[config.mk]
export PLATFORM = sky130hd
export DESIGN_NAME = lb_dispatch_scheduler
export DESIGN_NICKNAME = d
export VERILOG_FILES = /design/src/rtl/lb_dispatch_scheduler.sv
export SDC_FILE = /design/constraint.sdc
export NUM_CORES = 1
export LEC_CHECK = 0
export BUFFER_PORTS_ARGS = -buffer_cell sky130_fd_sc_hd__buf_2
export CORE_AREA = 2 2 496 498
export DETAILED_ROUTE_END_ITERATION = 12
export DIE_AREA = 0 0 498 500
export GPL_ROUTABILITY_DRIVEN = 0
export RECOVER_POWER = 50
export SLEW_MARGIN = 20
export SYNTH_ARGS = -nofsm -noshare
export SYNTH_HDL_FRONTEND = slang
export SYNTH_SLANG_ARGS = --single-unit
[constraint.sdc]
create_clock -name aclk -period 6.77 [get_ports aclk]
set_input_delay 0 -clock aclk [delete_from_list [all_inputs] [get_ports aclk]]
set_output_delay 0 -clock aclk [all_outputs]
set_load 0.05 [all_outputs]
[src/rtl/lb_dispatch_scheduler.sv]
// Load-balancing dispatcher: routes one HTTP request (meta + optional body) to the least-loaded region.
// Optional LB_OID_AFFINITY_EN: prefer the tied region that last served the same OID.
module lb_dispatch_scheduler #(
  parameter int HTTP_DATA_WIDTH   = 512,
  parameter int HTTP_META_WIDTH   = 98,
  parameter int OPERATOR_ID_WIDTH = 16,
  parameter int N_REGIONS         = 4,
  parameter int MAX_OUTSTANDING   = 15,
  localparam int CW = $clog2(MAX_OUTSTANDING + 1),
  localparam int SW = $clog2(N_REGIONS)
) (
  input  logic                         aclk,
  input  logic                         aresetn,
  input  logic                         meta_in_tvalid,
  output logic                         meta_in_tready,
  input  logic [HTTP_META_WIDTH-1:0]   meta_in_tdata,
  input  logic                         bdy_in_tvalid,
  output logic                         bdy_in_tready,
  input  logic [HTTP_DATA_WIDTH-1:0]   bdy_in_tdata,
  input  logic                         bdy_in_tlast,
  output logic [N_REGIONS-1:0]         meta_out_tvalid,
  input  logic [N_REGIONS-1:0]         meta_out_tready,
  output logic [HTTP_META_WIDTH-1:0]   meta_out_tdata,
  output logic [N_REGIONS-1:0]         bdy_out_tvalid,
  input  logic [N_REGIONS-1:0]         bdy_out_tready,
  output logic [HTTP_DATA_WIDTH-1:0]   bdy_out_tdata,
  output logic                         bdy_out_tlast,
  input  logic [N_REGIONS-1:0]         done_in,
  output logic [N_REGIONS*CW-1:0]      region_load,
  output logic [SW-1:0]                lb_sel,
  output logic                         cnt_err
);

  typedef enum logic [1:0] {
    IDLE,
    DECIDE,
    SEND_META,
    SEND_BDY
  } state_e;

  // has_body sits directly above the OID field
  localparam int HB = OPERATOR_ID_WIDTH;
  localparam logic [CW-1:0] MAXV = CW'(MAX_OUTSTANDING);

  state_e                       state_q;
  logic [HTTP_META_WIDTH-1:0]   meta_q;
  logic [SW-1:0]                sel_q;
  logic [SW-1:0]                rr_q;
  logic [CW-1:0]                load_q [N_REGIONS];
  logic                         err_q;
  logic                         rdy_q;
  logic [N_REGIONS-1:0]         mvld_q;

`ifdef LB_OID_AFFINITY_EN
  logic [OPERATOR_ID_WIDTH-1:0] oid_q [N_REGIONS];
`endif

  logic                 any_elig;
  logic                 found;
  logic [CW-1:0]        min_ld;
  logic [SW-1:0]        pick;
  logic [SW-1:0]        idx;
  logic [N_REGIONS-1:0] pick_hot;
  logic [N_REGIONS-1:0] sel_hot;
  logic [N_REGIONS-1:0] disp_vec;
  logic                 meta_hs;
  logic                 in_bdy;

  always_comb begin
    any_elig = 1'b0;
    found    = 1'b0;
    min_ld   = '1;
    pick     = rr_q;
    idx      = rr_q;
    for (int i = 0; i < N_REGIONS; i++) begin
      if (load_q[i] < MAXV && (!any_elig || load_q[i] < min_ld)) begin
        any_elig = 1'b1;
        min_ld   = load_q[i];
      end
    end
    // Scan from rr so the first tied region at or after rr wins
    for (int k = 0; k < N_REGIONS; k++) begin
      idx = SW'(rr_q + SW'(k));
      if (!found && load_q[idx] == min_ld && load_q[idx] < MAXV) begin
        found = 1'b1;
        pick  = idx;
      end
    end
`ifdef LB_OID_AFFINITY_EN
    for (int i = N_REGIONS - 1; i >= 0; i--) begin
      if (any_elig && load_q[i] == min_ld &&
          oid_q[i] == meta_q[OPERATOR_ID_WIDTH-1:0]) begin
        pick = SW'(i);
      end
    end
`endif
  end

  assign pick_hot = N_REGIONS'(1) << pick;
  assign sel_hot  = N_REGIONS'(1) << sel_q;
  assign disp_vec = mvld_q & meta_out_tready;
  assign meta_hs  = |disp_vec;
  assign in_bdy   = (state_q == SEND_BDY);

  always_ff @(posedge aclk or negedge aresetn) begin
    if (!aresetn) begin
      state_q <= IDLE;
      meta_q  <= '0;
      sel_q   <= '0;
      rr_q    <= '0;
      err_q   <= 1'b0;
      rdy_q   <= 1'b0;
      mvld_q  <= '0;
      for (int i = 0; i < N_REGIONS; i++) begin
        load_q[i] <= '0;
`ifdef LB_OID_AFFINITY_EN
        oid_q[i]  <= '0;
`endif
      end
    end else begin
      for (int i = 0; i < N_REGIONS; i++) begin
        if (disp_vec[i] && !done_in[i]) begin
          load_q[i] <= load_q[i] + CW'(1);
        end else if (!disp_vec[i] && done_in[i]) begin
          if (load_q[i] == '0) err_q <= 1'b1;
          else load_q[i] <= load_q[i] - CW'(1);
        end
      end
      unique case (state_q)
        IDLE: begin
          if (meta_in_tvalid && rdy_q) begin
            meta_q  <= meta_in_tdata;
            rdy_q   <= 1'b0;
            state_q <= DECIDE;
          end else begin
            rdy_q <= 1'b1;
          end
        end
        DECIDE: begin
          if (any_elig) begin
            sel_q   <= pick;
            mvld_q  <= pick_hot;
            state_q <= SEND_META;
          end
        end
        SEND_META: begin
          if (meta_hs) begin
            mvld_q <= '0;
            rr_q   <= sel_q + SW'(1);
`ifdef LB_OID_AFFINITY_EN
            oid_q[sel_q] <= meta_q[OPERATOR_ID_WIDTH-1:0];
`endif
            if (meta_q[HB]) begin
              state_q <= SEND_BDY;
            end else begin
              state_q <= IDLE;
              rdy_q   <= 1'b1;
            end
          end
        end
        SEND_BDY: begin
          if (bdy_in_tvalid && bdy_in_tready && bdy_in_tlast) begin
            state_q <= IDLE;
            rdy_q   <= 1'b1;
          end
        end
        default: state_q <= IDLE;
      endcase
    end
  end

  assign meta_in_tready  = rdy_q;
  assign meta_out_tvalid = mvld_q;
  assign meta_out_tdata  = meta_q;
  assign bdy_out_tvalid  = (in_bdy && bdy_in_tvalid) ? sel_hot : '0;
  assign bdy_in_tready   = in_bdy & bdy_out_tready[sel_q];
  assign bdy_out_tdata   = in_bdy ? bdy_in_tdata : '0;
  assign bdy_out_tlast   = in_bdy & bdy_in_tlast;
  assign lb_sel          = sel_q;
  assign cnt_err         = err_q;

  for (genvar r = 0; r < N_REGIONS; r++) begin : g_load
    assign region_load[r*CW +: CW] = load_q[r];
  end

endmodule

==> flow_summary.ini, run 1 <==
[clock_tree]
tritoncts_clock_tree = built
worstSkewPairLatency_ns = 0.48
cts_setup_buffers = 0
cts_made_buffers = 17
clock_path_buffers = 2
clk_root_buffer_cell = sky130_fd_sc_hd__clkbuf_16
cts-htree-levels = 4
clock_sink_count = 126
clkSlewWorstSetupHoldPaths_ns = 0.07

[routing]
detail_route.wl_per_cell_um = 35.1
drc = 0
firstDrtPassIters = 7
first_iter_violations = 913
route.vias.total = 16300
routed_via_density = 2.84
route.antenna.remaining_nets = 0
routed_wirelength_um = 201000

[timing]
rsz0062_at_grt = no
timing.final.crit_period_ns = 6.40
totalNegativeSetupSlack_ns = 0
finalHoldViolCount = 0
slew_violations = 500
clock.fmax_mhz = 156
finalSetupViolations = 0
tightestPinTransition_ns = 4.68
relSlewSlack_pct = -212
final.period_utilization_pct = 94.5
fin_skew_ns = 0.0161

[layout]
finalNonFillerCells = 5721
syn2layout_area_growth_pct = 109
n_fill_cell = 28800
share_of_post_route_cells_with_drive_strength_above_1_pct = 48.1
finished_core_util_pct = 8.92
multiInputGateArea_um2 = 6640
regArea_um2 = 3160
top_library_cells_by_usage_in_the_layout_fill_and_taps_aside = sky130_fd_sc_hd__buf_2, sky130_fd_sc_hd__and3_1, sky130_fd_sc_hd__clkbuf_1
nets = 3095
layout_commonest_cell = sky130_fd_sc_hd__buf_2

[synthesis]
synth_cell_types = 68
ys_top_cells_by_area = sky130_fd_sc_hd__and3_1, sky130_fd_sc_hd__dfrtp_1, sky130_fd_sc_hd__mux2_2
synthFlopType = sky130_fd_sc_hd__dfrtp_1
synth_cells = 1175
synth_seq_cells = 126
synth_sequential_area_ratio_pct = 30.3
synth_enable_flop_cells = 0
yosysTopAreaCell = sky130_fd_sc_hd__and3_1
syn_area_per_cell_um2 = 8.87
syn_nets = 1835
synthesis.area_um2 = 10400
synthesis_warnings = 0
synth_top_area_share_pct = 31.0
synth_async_sr_flop_share_pct = 100

[grt]
antenna_found_initial = 303
pin_count_of_the_biggest_net_entering_global_routing = 246
via_count_of_the_first_global_routing_pass = 15400
grt_met2_usage_pct = 28.2
groute.usage.overall_pct = 15.5
grt.busiest_layer = met2
grt_overflow = 0
grt_first_pass_wirelength_um = 233000
grtUsageMet1_pct = 13.9
global_route.usage.met3_pct = 11.2

[min_path]
timing.hold.worst.start = done_in[0]
min_path_cells = 5
hold_end = region_load[0]
min-delay-path-class = in2reg

[critical_path]
reg2reg_slack_ns = 0.37
regToRegEndpoint = meta_out_tvalid[0]
critical_path.slowest_cell = sky130_fd_sc_hd__or4_4
critical-path-top-cell-by-count = sky130_fd_sc_hd__ha_1
worstSetupEndpointType = flop
timing.critical_path.arrival_ns = 6.76
critical-path-max-stage-delay_ns = 0.53
timing.critical_path.from_type = flop
worst-endpoint-required_ns = 7.13
worst_r2r_path_depth = 26
path_class = reg2reg
worst_r2r_startpoint = region_load[3]
crit_path_max_fanout = 8

[floorplanning]
fp.dieW_um = 498
num_rows = 182
initial_core_util_pct = 4.26
die_height_um = 500
placeable_core_area_um2 = 244000
floorplan.io_pins = 1267
floorplan.die_area_um2 = 249000

[place]
dp_cells = 5532
dpl.hpwl_um = 184000
placement.io_buffers = 1266

[status]
failed_checks = max-capacitance violations, max-slew violations
status = complete, but fails checks

[pwr]
power.ir.vdd_worst_mv = 0.331
static-leakage-power_uw = 0.0114
p_per_area_nw_per_um2 = 603

[run]
cap_viol_max_count = 5
how the worst max path moves through the flow:
stage / start / end / slack (ns) / cells past startpoint
final: region_load[3] / meta_out_tvalid[0] / 0.37 / 26
after global routing: region_load[5] / meta_out_tvalid[0] / 0.03 / 25
after CTS: region_load[1] / meta_out_tvalid[0] / 0.30 / 26
after detailed placement: region_load[1] / meta_out_tvalid[0] / 0.32 / 26
after global placement: region_load[1] / meta_out_tvalid[2] / 0.46 / 25
after floorplan: region_load[1] / meta_out_tvalid[0] / 0.57 / 25
registers in the layout, indices dropped and copies added (netlist names):
name	cells
meta_out_tvalid	4
lb_sel	2
rr_q	2
meta_out_tdata	98
region_load	16
state_q	2
cnt_err	1
meta_in_tready	1
area by class of cell:
type,instances,share of cell area (%)
multi-input combinational,882,30.4
timing repair buffer,1379,32.7
sequential,126,14.5
tap,3220,18.5
inverter,29,0.499
clock buffer,18,1.97
clock inverter,13,0.758
antenna,54,0.620
critical path, delay by kind of cell, from the launching register on:
kind / cells / cell delay (ns)
buffers and inverters: 2 / 0.22
AOI/OAI and AO/OA: 13 / 2.31
and+or+nand+nor: 4 / 1.15
muxes: 2 / 0.76
DFF: 1 / 0.50
adders and majority gates: 3 / 1.01
xor gates and xnor gates: 2 / 0.32
synthesized netlist by cell type, drive strengths merged (7+ instances only):
cell type and number:
dfrtp 126, nand2 30, nor2 18, mux2i 9, inv 29, ha 29, o21ai 23, mux4 13
a21o 7, mux2 104, nand4 8, xnor2 20, a21oi 19, buf 8, and3 517, clkbuf 130
what timing repair did:
item	in CTS	in global routing
endpoints found under the setup margin	0	6
hold buffers	104	0
hold endpoints to repair	170	0
resized for setup	0	2
metal layers:
metal | wire length (µm) | vias up
li1 | - | 6878
met4 | 6210 | 66
met5 | 457 | -
met1 | 62800 | 7389
met2 | 99300 | 1386
met3 | 31800 | 556
through the flow:
step / total power [µW] / hold WS, ns / setup slack, ns / cell area [µm²]
after floorplan: 8560 / -0.296 / 0.574 / 10400
after global placement: 12200 / 0.123 / 0.457 / 20400
after global routing: 13900 / 0.0625 / 0.0271 / 21700
after CTS: 13400 / 0.00238 / 0.301 / 22000
after detailed placement: 12300 / 0.124 / 0.317 / 20400
final: 13100 / 0.0678 / 0.370 / 21800
power breakdown:
part	switching (µW)	internal (µW)	total, µW	leakage (µW)
logic	8050	2520	10600	0.00958
registers	421	1130	1550	0.00150
clock network	428	578	1010	0.000280
logic make-up (layout without fill, tap and decap cells):
family,count (synthesis),count (layout),synth area share [%]
DFF,126,126,30.3
AOI/OAI and AO/OA,90,90,6.52
muxes,126,126,14.9
xor gates and xnor gates,26,26,2.26
and+or+nand+nor,607,607,35.6
adders and majority gates,33,33,4.25
buffers and inverters,167,1439,6.14
other,0,54,0
Power figures use the tool's default switching activity.
==> run 2, diff against run 1 <==
- CELL_PAD_IN_SITES_DETAIL_PLACEMENT: default -> 0
- CELL_PAD_IN_SITES_GLOBAL_PLACEMENT: default -> 1
- CORE_AREA: 2 2 496 498 -> 2 2 498 500
- DIE_AREA: 0 0 498 500 -> 0 0 500 502
- PLACE_DENSITY_LB_ADDON: default -> 0.1
==> run 2 against run 1 <==
Net effect: the run still ends with max-capacitance violations, max-slew violations left; register-to-register slack improved by 0.30 ns; setup slack improved by 0.23 ns; hold slack improved by 0.017 ns; combinational power fell by 4%; via count fell by 5.6%; sequential power barely moved; global-route usage fell by 4.2 points; design area rose by 0.13%; critical path type is now reg2out.
==> flow_summary.ini, run 2 (synthesis gave the netlist of run 1 again) <==
[clock_tree]
cts_setup_buffers = 0
clock_path_buffers = 2
clkSlewWorstSetupHoldPaths_ns = 0.08
clock_sink_count = 126
tritoncts_clock_tree = built
clk_root_buffer_cell = sky130_fd_sc_hd__clkbuf_16
cts-htree-levels = 4
cts_made_buffers = 17
worstSkewPairLatency_ns = 0.49

[grt]
grt.busiest_layer = met2
antenna_found_initial = 150
grt_overflow = 0
global_route.usage.met3_pct = 6.19
grt_first_pass_wirelength_um = 185000
groute.usage.overall_pct = 11.3
grt_met2_usage_pct = 17.4
grtUsageMet1_pct = 14.2
pin_count_of_the_biggest_net_entering_global_routing = 222
via_count_of_the_first_global_routing_pass = 15700

[layout]
top_library_cells_by_usage_in_the_layout_fill_and_taps_aside = sky130_fd_sc_hd__buf_2, sky130_fd_sc_hd__and3_1, sky130_fd_sc_hd__clkbuf_1
share_of_post_route_cells_with_drive_strength_above_1_pct = 49.0
number_of_flip_flops_in_the_largest_register = 98
finalNonFillerCells = 5717
n_fill_cell = 29000
finished_core_util_pct = 8.90
final_area_um2 = 21800
layout_commonest_cell = sky130_fd_sc_hd__buf_2
nets = 3111
syn2layout_area_growth_pct = 109

[status]
status = complete, but fails checks
failed_checks = max-capacitance violations, max-slew violations

[critical_path]
critical_path.startpoint = state_q[0]
worstSetupEndpoint = bdy_out_tdata[32]
critical-path-max-stage-delay_ns = 2.71
timing.critical_path.arrival_ns = 6.17
regToRegEndpoint = meta_out_tvalid[3]
path_class = reg2out
critical-path-top-cell-by-count = sky130_fd_sc_hd__buf_2
reg2reg_slack_ns = 0.67
worst_r2r_path_depth = 26
critical_path.cell_chain = buf_2, and3_1, buf_2
worst-endpoint-required_ns = 6.77
crit_path_max_fanout = 221
timing.critical_path.from_type = flop
critical_path.slowest_cell = sky130_fd_sc_hd__buf_2
worstSetupEndpointType = output port
worst_r2r_startpoint = region_load[1]

[pwr]
static-leakage-power_uw = 0.0115
p_per_area_nw_per_um2 = 585
power.ir.vdd_worst_mv = 0.243

[routing]
route.vias.total = 15400
route.antenna.remaining_nets = 0
routed_via_density = 2.69
first_iter_violations = 800
routed_wirelength_um = 148000
firstDrtPassIters = 4
detail_route.wl_per_cell_um = 25.9
drc = 0

[timing]
rsz0062_at_grt = no
relSlewSlack_pct = -152
clock.fmax_mhz = 162
timing.final.crit_period_ns = 6.17
final.period_utilization_pct = 91.2
tightestPinTransition_ns = 3.79
fin_skew_ns = 0.0258
totalNegativeSetupSlack_ns = 0
slew_violations = 412
finalHoldViolCount = 0
finalSetupViolations = 0

[place]
placed_area_um2 = 20500
placement.io_buffers = 1266
dpl.hpwl_um = 128000
dp_cells = 5550

[floorplanning]
placeable_core_area_um2 = 245000
floorplan.io_pins = 1267
die_height_um = 502
num_rows = 182
floorplan.die_area_um2 = 251000
fp.dieW_um = 500
initial_core_util_pct = 4.25

[run]
cap_viol_max_count = 5

[min_path]
min-delay-path-class = in2reg
[run 2: cell types whose count changed in the layout (fill, tap and decap cells not counted), moves of 2 or more]
cell / previous run / this run
sky130_fd_sc_hd__buf_12: 3 / 1
sky130_fd_sc_hd__buf_2: 996 / 1013
sky130_fd_sc_hd__buf_4: 2 / 23
sky130_fd_sc_hd__clkbuf_1: 272 / 257
sky130_fd_sc_hd__clkbuf_2: 3 / 0
sky130_fd_sc_hd__clkinv_4: 1 / 3
sky130_fd_sc_hd__diode_2: 54 / 34
sky130_fd_sc_hd__dlygate4sd3_1: 104 / 102
[run 2: repair_timing]
item | 4_1_cts | 5_1_grt
hold endpoints to repair | 142 | 0
gates resized for setup | 0 | 0
hold buffers | 102 | 0
[run 2: final cells by class]
cell class | instances | area (µm²) | area share (%)
timing repair buffer | 1395 | 7240 | 33.2
multi-input combinational | 882 | 6630 | 30.4
tap | 3220 | 4030 | 18.5
sequential | 126 | 3160 | 14.5
clock buffer | 18 | 429 | 1.97
clock inverter | 13 | 141 | 0.648
inverter | 29 | 109 | 0.499
antenna | 34 | 85.1 | 0.390
[run 2: stage by stage]
stage	total power, µW	hold slack [ns]	setup WS (ns)
after CTS	13200	0.0331	0.599
after global placement	12100	-0.00455	0.575
after floorplan	8560	-0.296	0.574
after detailed placement	12000	-0.00699	0.653
final	12800	0.0847	0.597
after global routing	13600	0.0744	0.171
[run 2: per-layer routing]
layer	up-vias	share of wire (%)
li1	6878	-
met2	909	44
met5	-	0.42
met1	7290	43
met4	94	0.79
met3	200	12
[run 2: how the worst min path moves through the flow]
stage	startpoint	endpoint	cells after the start
after CTS	meta_out_tready[2]	region_load[8]	6
after global placement	aresetn	meta_out_tdata[16]	1
after detailed placement	aresetn	meta_out_tdata[16]	1
after global routing	done_in[3]	region_load[14]	5
after floorplan	aresetn	cnt_err	0
final	meta_out_tready[2]	region_load[8]	6
[run 2: power by group]
group	switching, µW	leakage, µW	internal (µW)
logic	7650	0.00971	2550
registers	393	0.00150	1130
clock network	502	0.000273	543
total	8540	0.0115	4220
[run 2: worst max-delay path: cells and delay by family, from the launching register on]
kind / cells / cell delay, ns
buffers and inverters: 2 / 3.08
DFF: 1 / 1.57
and+or+nand+nor: 1 / 0.73
==> run 3, diff against run 2 <==
--- a/config.mk
+++ b/config.mk
@@ -9,7 +9,7 @@
 export CELL_PAD_IN_SITES_DETAIL_PLACEMENT = 0
 export CELL_PAD_IN_SITES_GLOBAL_PLACEMENT = 1
-export CORE_AREA = 2 2 498 500
+export CORE_AREA = 2 2 490 492
 export DETAILED_ROUTE_END_ITERATION = 12
-export DIE_AREA = 0 0 500 502
+export DIE_AREA = 0 0 492 494
 export GPL_ROUTABILITY_DRIVEN = 0
 export PLACE_DENSITY_LB_ADDON = 0.1
==> constraint.sdc (replaced) <==
create_clock -name aclk -period 7.21 [get_ports aclk]
set_input_delay 0.721 -clock aclk [delete_from_list [all_inputs] [get_ports aclk]]
set_output_delay 0.721 -clock aclk [all_outputs]
set_load 0.05 [all_outputs]
==> run 3 against run 2 <==
Net effect: the flow still finishes with violations (max-capacitance violations, max-slew violations); via count down 1.2%; combinational power decreased by 6%; routed wire length is 1.2% lower; cell count decreased by 2.7%; critical path depth grew 24; hold slack improved by 0.36 ns; critical endpoint is now meta_out_tvalid[0]; critical path type is now reg2reg; register-to-register slack better by 0.02 ns; largest power group unchanged.
==> flow_summary.ini, run 3 (synthesis gave the netlist of run 1 again) <==
[min_path]
min_path_cells = 2
timing.hold.worst.start = meta_in_tdata[45]
hold_end = meta_out_tdata[45]
min-delay-path-class = in2reg

[grt]
via_count_of_the_first_global_routing_pass = 15500
antenna_found_initial = 155
groute.usage.overall_pct = 11.5
grt_overflow = 0
grt_first_pass_wirelength_um = 182000
pin_count_of_the_biggest_net_entering_global_routing = 157

[timing]
rsz0062_at_grt = no
fin_skew_ns = 0.0381
finalSetupViolations = 0
clock.fmax_mhz = 153
relSlewSlack_pct = -127
slew_violations = 440
timing.final.crit_period_ns = 6.52
final.period_utilization_pct = 90.4
totalNegativeSetupSlack_ns = 0
finalHoldViolCount = 0
tightestPinTransition_ns = 3.41

[place]
dp_cells = 5499
dpl.hpwl_um = 127000
placement.io_buffers = 1266

[floorplanning]
floorplan.die_area_um2 = 243000
placeable_core_area_um2 = 237000
floorplan.io_pins = 1267
num_rows = 179
initial_core_util_pct = 4.39
fp.dieW_um = 492
die_height_um = 494

[clock_tree]
worstSkewPairLatency_ns = 0.50
cts_resized = 0
clk_root_buffer_cell = sky130_fd_sc_hd__clkbuf_16
tritoncts_clock_tree = built
clkSlewWorstSetupHoldPaths_ns = 0.10
clock_path_buffers = 2
cts_made_buffers = 17
cts-htree-levels = 4
cts_hold_buf = 0
cts_setup_buffers = 0
clock_sink_count = 126

[critical_path]
worstSetupEndpointType = flop
reg2reg_slack_ns = 0.69
timing.critical_path.arrival_ns = 6.88
worst-endpoint-required_ns = 7.57
regToRegEndpoint = meta_out_tvalid[0]
path_class = reg2reg
worst_r2r_path_depth = 27
critical_path.slowest_cell = sky130_fd_sc_hd__mux2i_2
worst_r2r_startpoint = region_load[2]
crit_path_max_fanout = 8
timing.critical_path.from_type = flop
critical-path-top-cell-by-count = sky130_fd_sc_hd__ha_1
critical-path-max-stage-delay_ns = 0.57

[layout]
finalNonFillerCells = 5565
nets = 3011
n_fill_cell = 28200
top_library_cells_by_usage_in_the_layout_fill_and_taps_aside = sky130_fd_sc_hd__buf_2, sky130_fd_sc_hd__and3_1, sky130_fd_sc_hd__clkbuf_1
share_of_post_route_cells_with_drive_strength_above_1_pct = 53.4
layout_commonest_cell = sky130_fd_sc_hd__buf_2
syn2layout_area_growth_pct = 100
number_of_flip_flops_in_the_largest_register = 98

[routing]
route.antenna.remaining_nets = 0
routed_via_density = 2.73
route.vias.total = 15200
routed_wirelength_um = 147000
detail_route.wl_per_cell_um = 26.3
first_iter_violations = 907
drc = 0
firstDrtPassIters = 5

[pwr]
p_per_area_nw_per_um2 = 581
power.ir.vdd_worst_mv = 0.269
static-leakage-power_uw = 0.0113

[status]
failed_checks = max-capacitance violations, max-slew violations
status = complete, but fails checks

[run]
cap_viol_max_count = 8
==> run 3: worst max-delay path by stage <==
stage	from	endpoint	slack, ns	cells past startpoint
finish	region_load[2]	meta_out_tvalid[0]	0.69	27
global route	region_load[2]	meta_out_tvalid[3]	0.17	27
CTS	region_load[2]	meta_out_tvalid[0]	0.59	27
detailed placement	region_load[2]	meta_out_tvalid[0]	0.62	27
global placement	region_load[2]	meta_out_tvalid[0]	0.58	26
floorplan	region_load[1]	meta_out_tvalid[0]	1.01	25
==> run 3: layout make-up <==
class / count / area [µm²] / share of cell area (%)
Tap cell: 3167 / 3960 / 19.0
Multi-Input combinational cell: 882 / 6630 / 31.8
Clock buffer: 20 / 457 / 2.19
Inverter: 29 / 109 / 0.522
Clock inverter: 12 / 160 / 0.768
Timing Repair Buffer: 1295 / 6300 / 30.2
Sequential cell: 126 / 3160 / 15.1
Antenna cell: 34 / 85.1 / 0.408
==> run 3: worst max-delay path: cells and delay by family (launching register included) <==
kind                       cells  cell delay, ns
AOI/OAI and AO/OA             12            2.09
xor gates and xnor gates       2            0.34
adders and majority gates      3            0.99
buffers and inverters          3            0.40
DFF                            1            0.36
muxes                          2            0.92
and+or+nand+nor                5            1.30
==> run 3: where the power goes <==
group | leakage, µW | internal (µW) | switching (µW) | total, µW
clock | 0.000301 | 567 | 482 | 1050
combinational | 0.00951 | 2370 | 7200 | 9570
sequential | 0.00150 | 1060 | 428 | 1490
total | 0.0113 | 4000 | 8110 | 12100
==> run 3: per-layer routing <==
metal | part of all wire [%] | global-route usage, %
met2 | 43 | 17.7
met3 | 13 | 6.56
met4 | 1.8 | 1.69
met1 | 42 | 14.1
met5 | 0.50 | 0
==> run 3: per-stage QoR <==
step / setup slack (ns) / total power [µW] / util [%] / hold WS [ns] / cell area (µm²)
finish: 0.691 / 12100 / 8.78 / 0.450 / 20900
detailed placement: 0.616 / 11300 / 8.61 / 0.490 / 20400
global placement: 0.576 / 11500 / 8.61 / 0.488 / 20400
global route: 0.167 / 12800 / 8.75 / 0.414 / 20800
CTS: 0.590 / 12500 / 8.87 / 0.192 / 21100
floorplan: 1.01 / 8030 / - / 0.425 / 10400
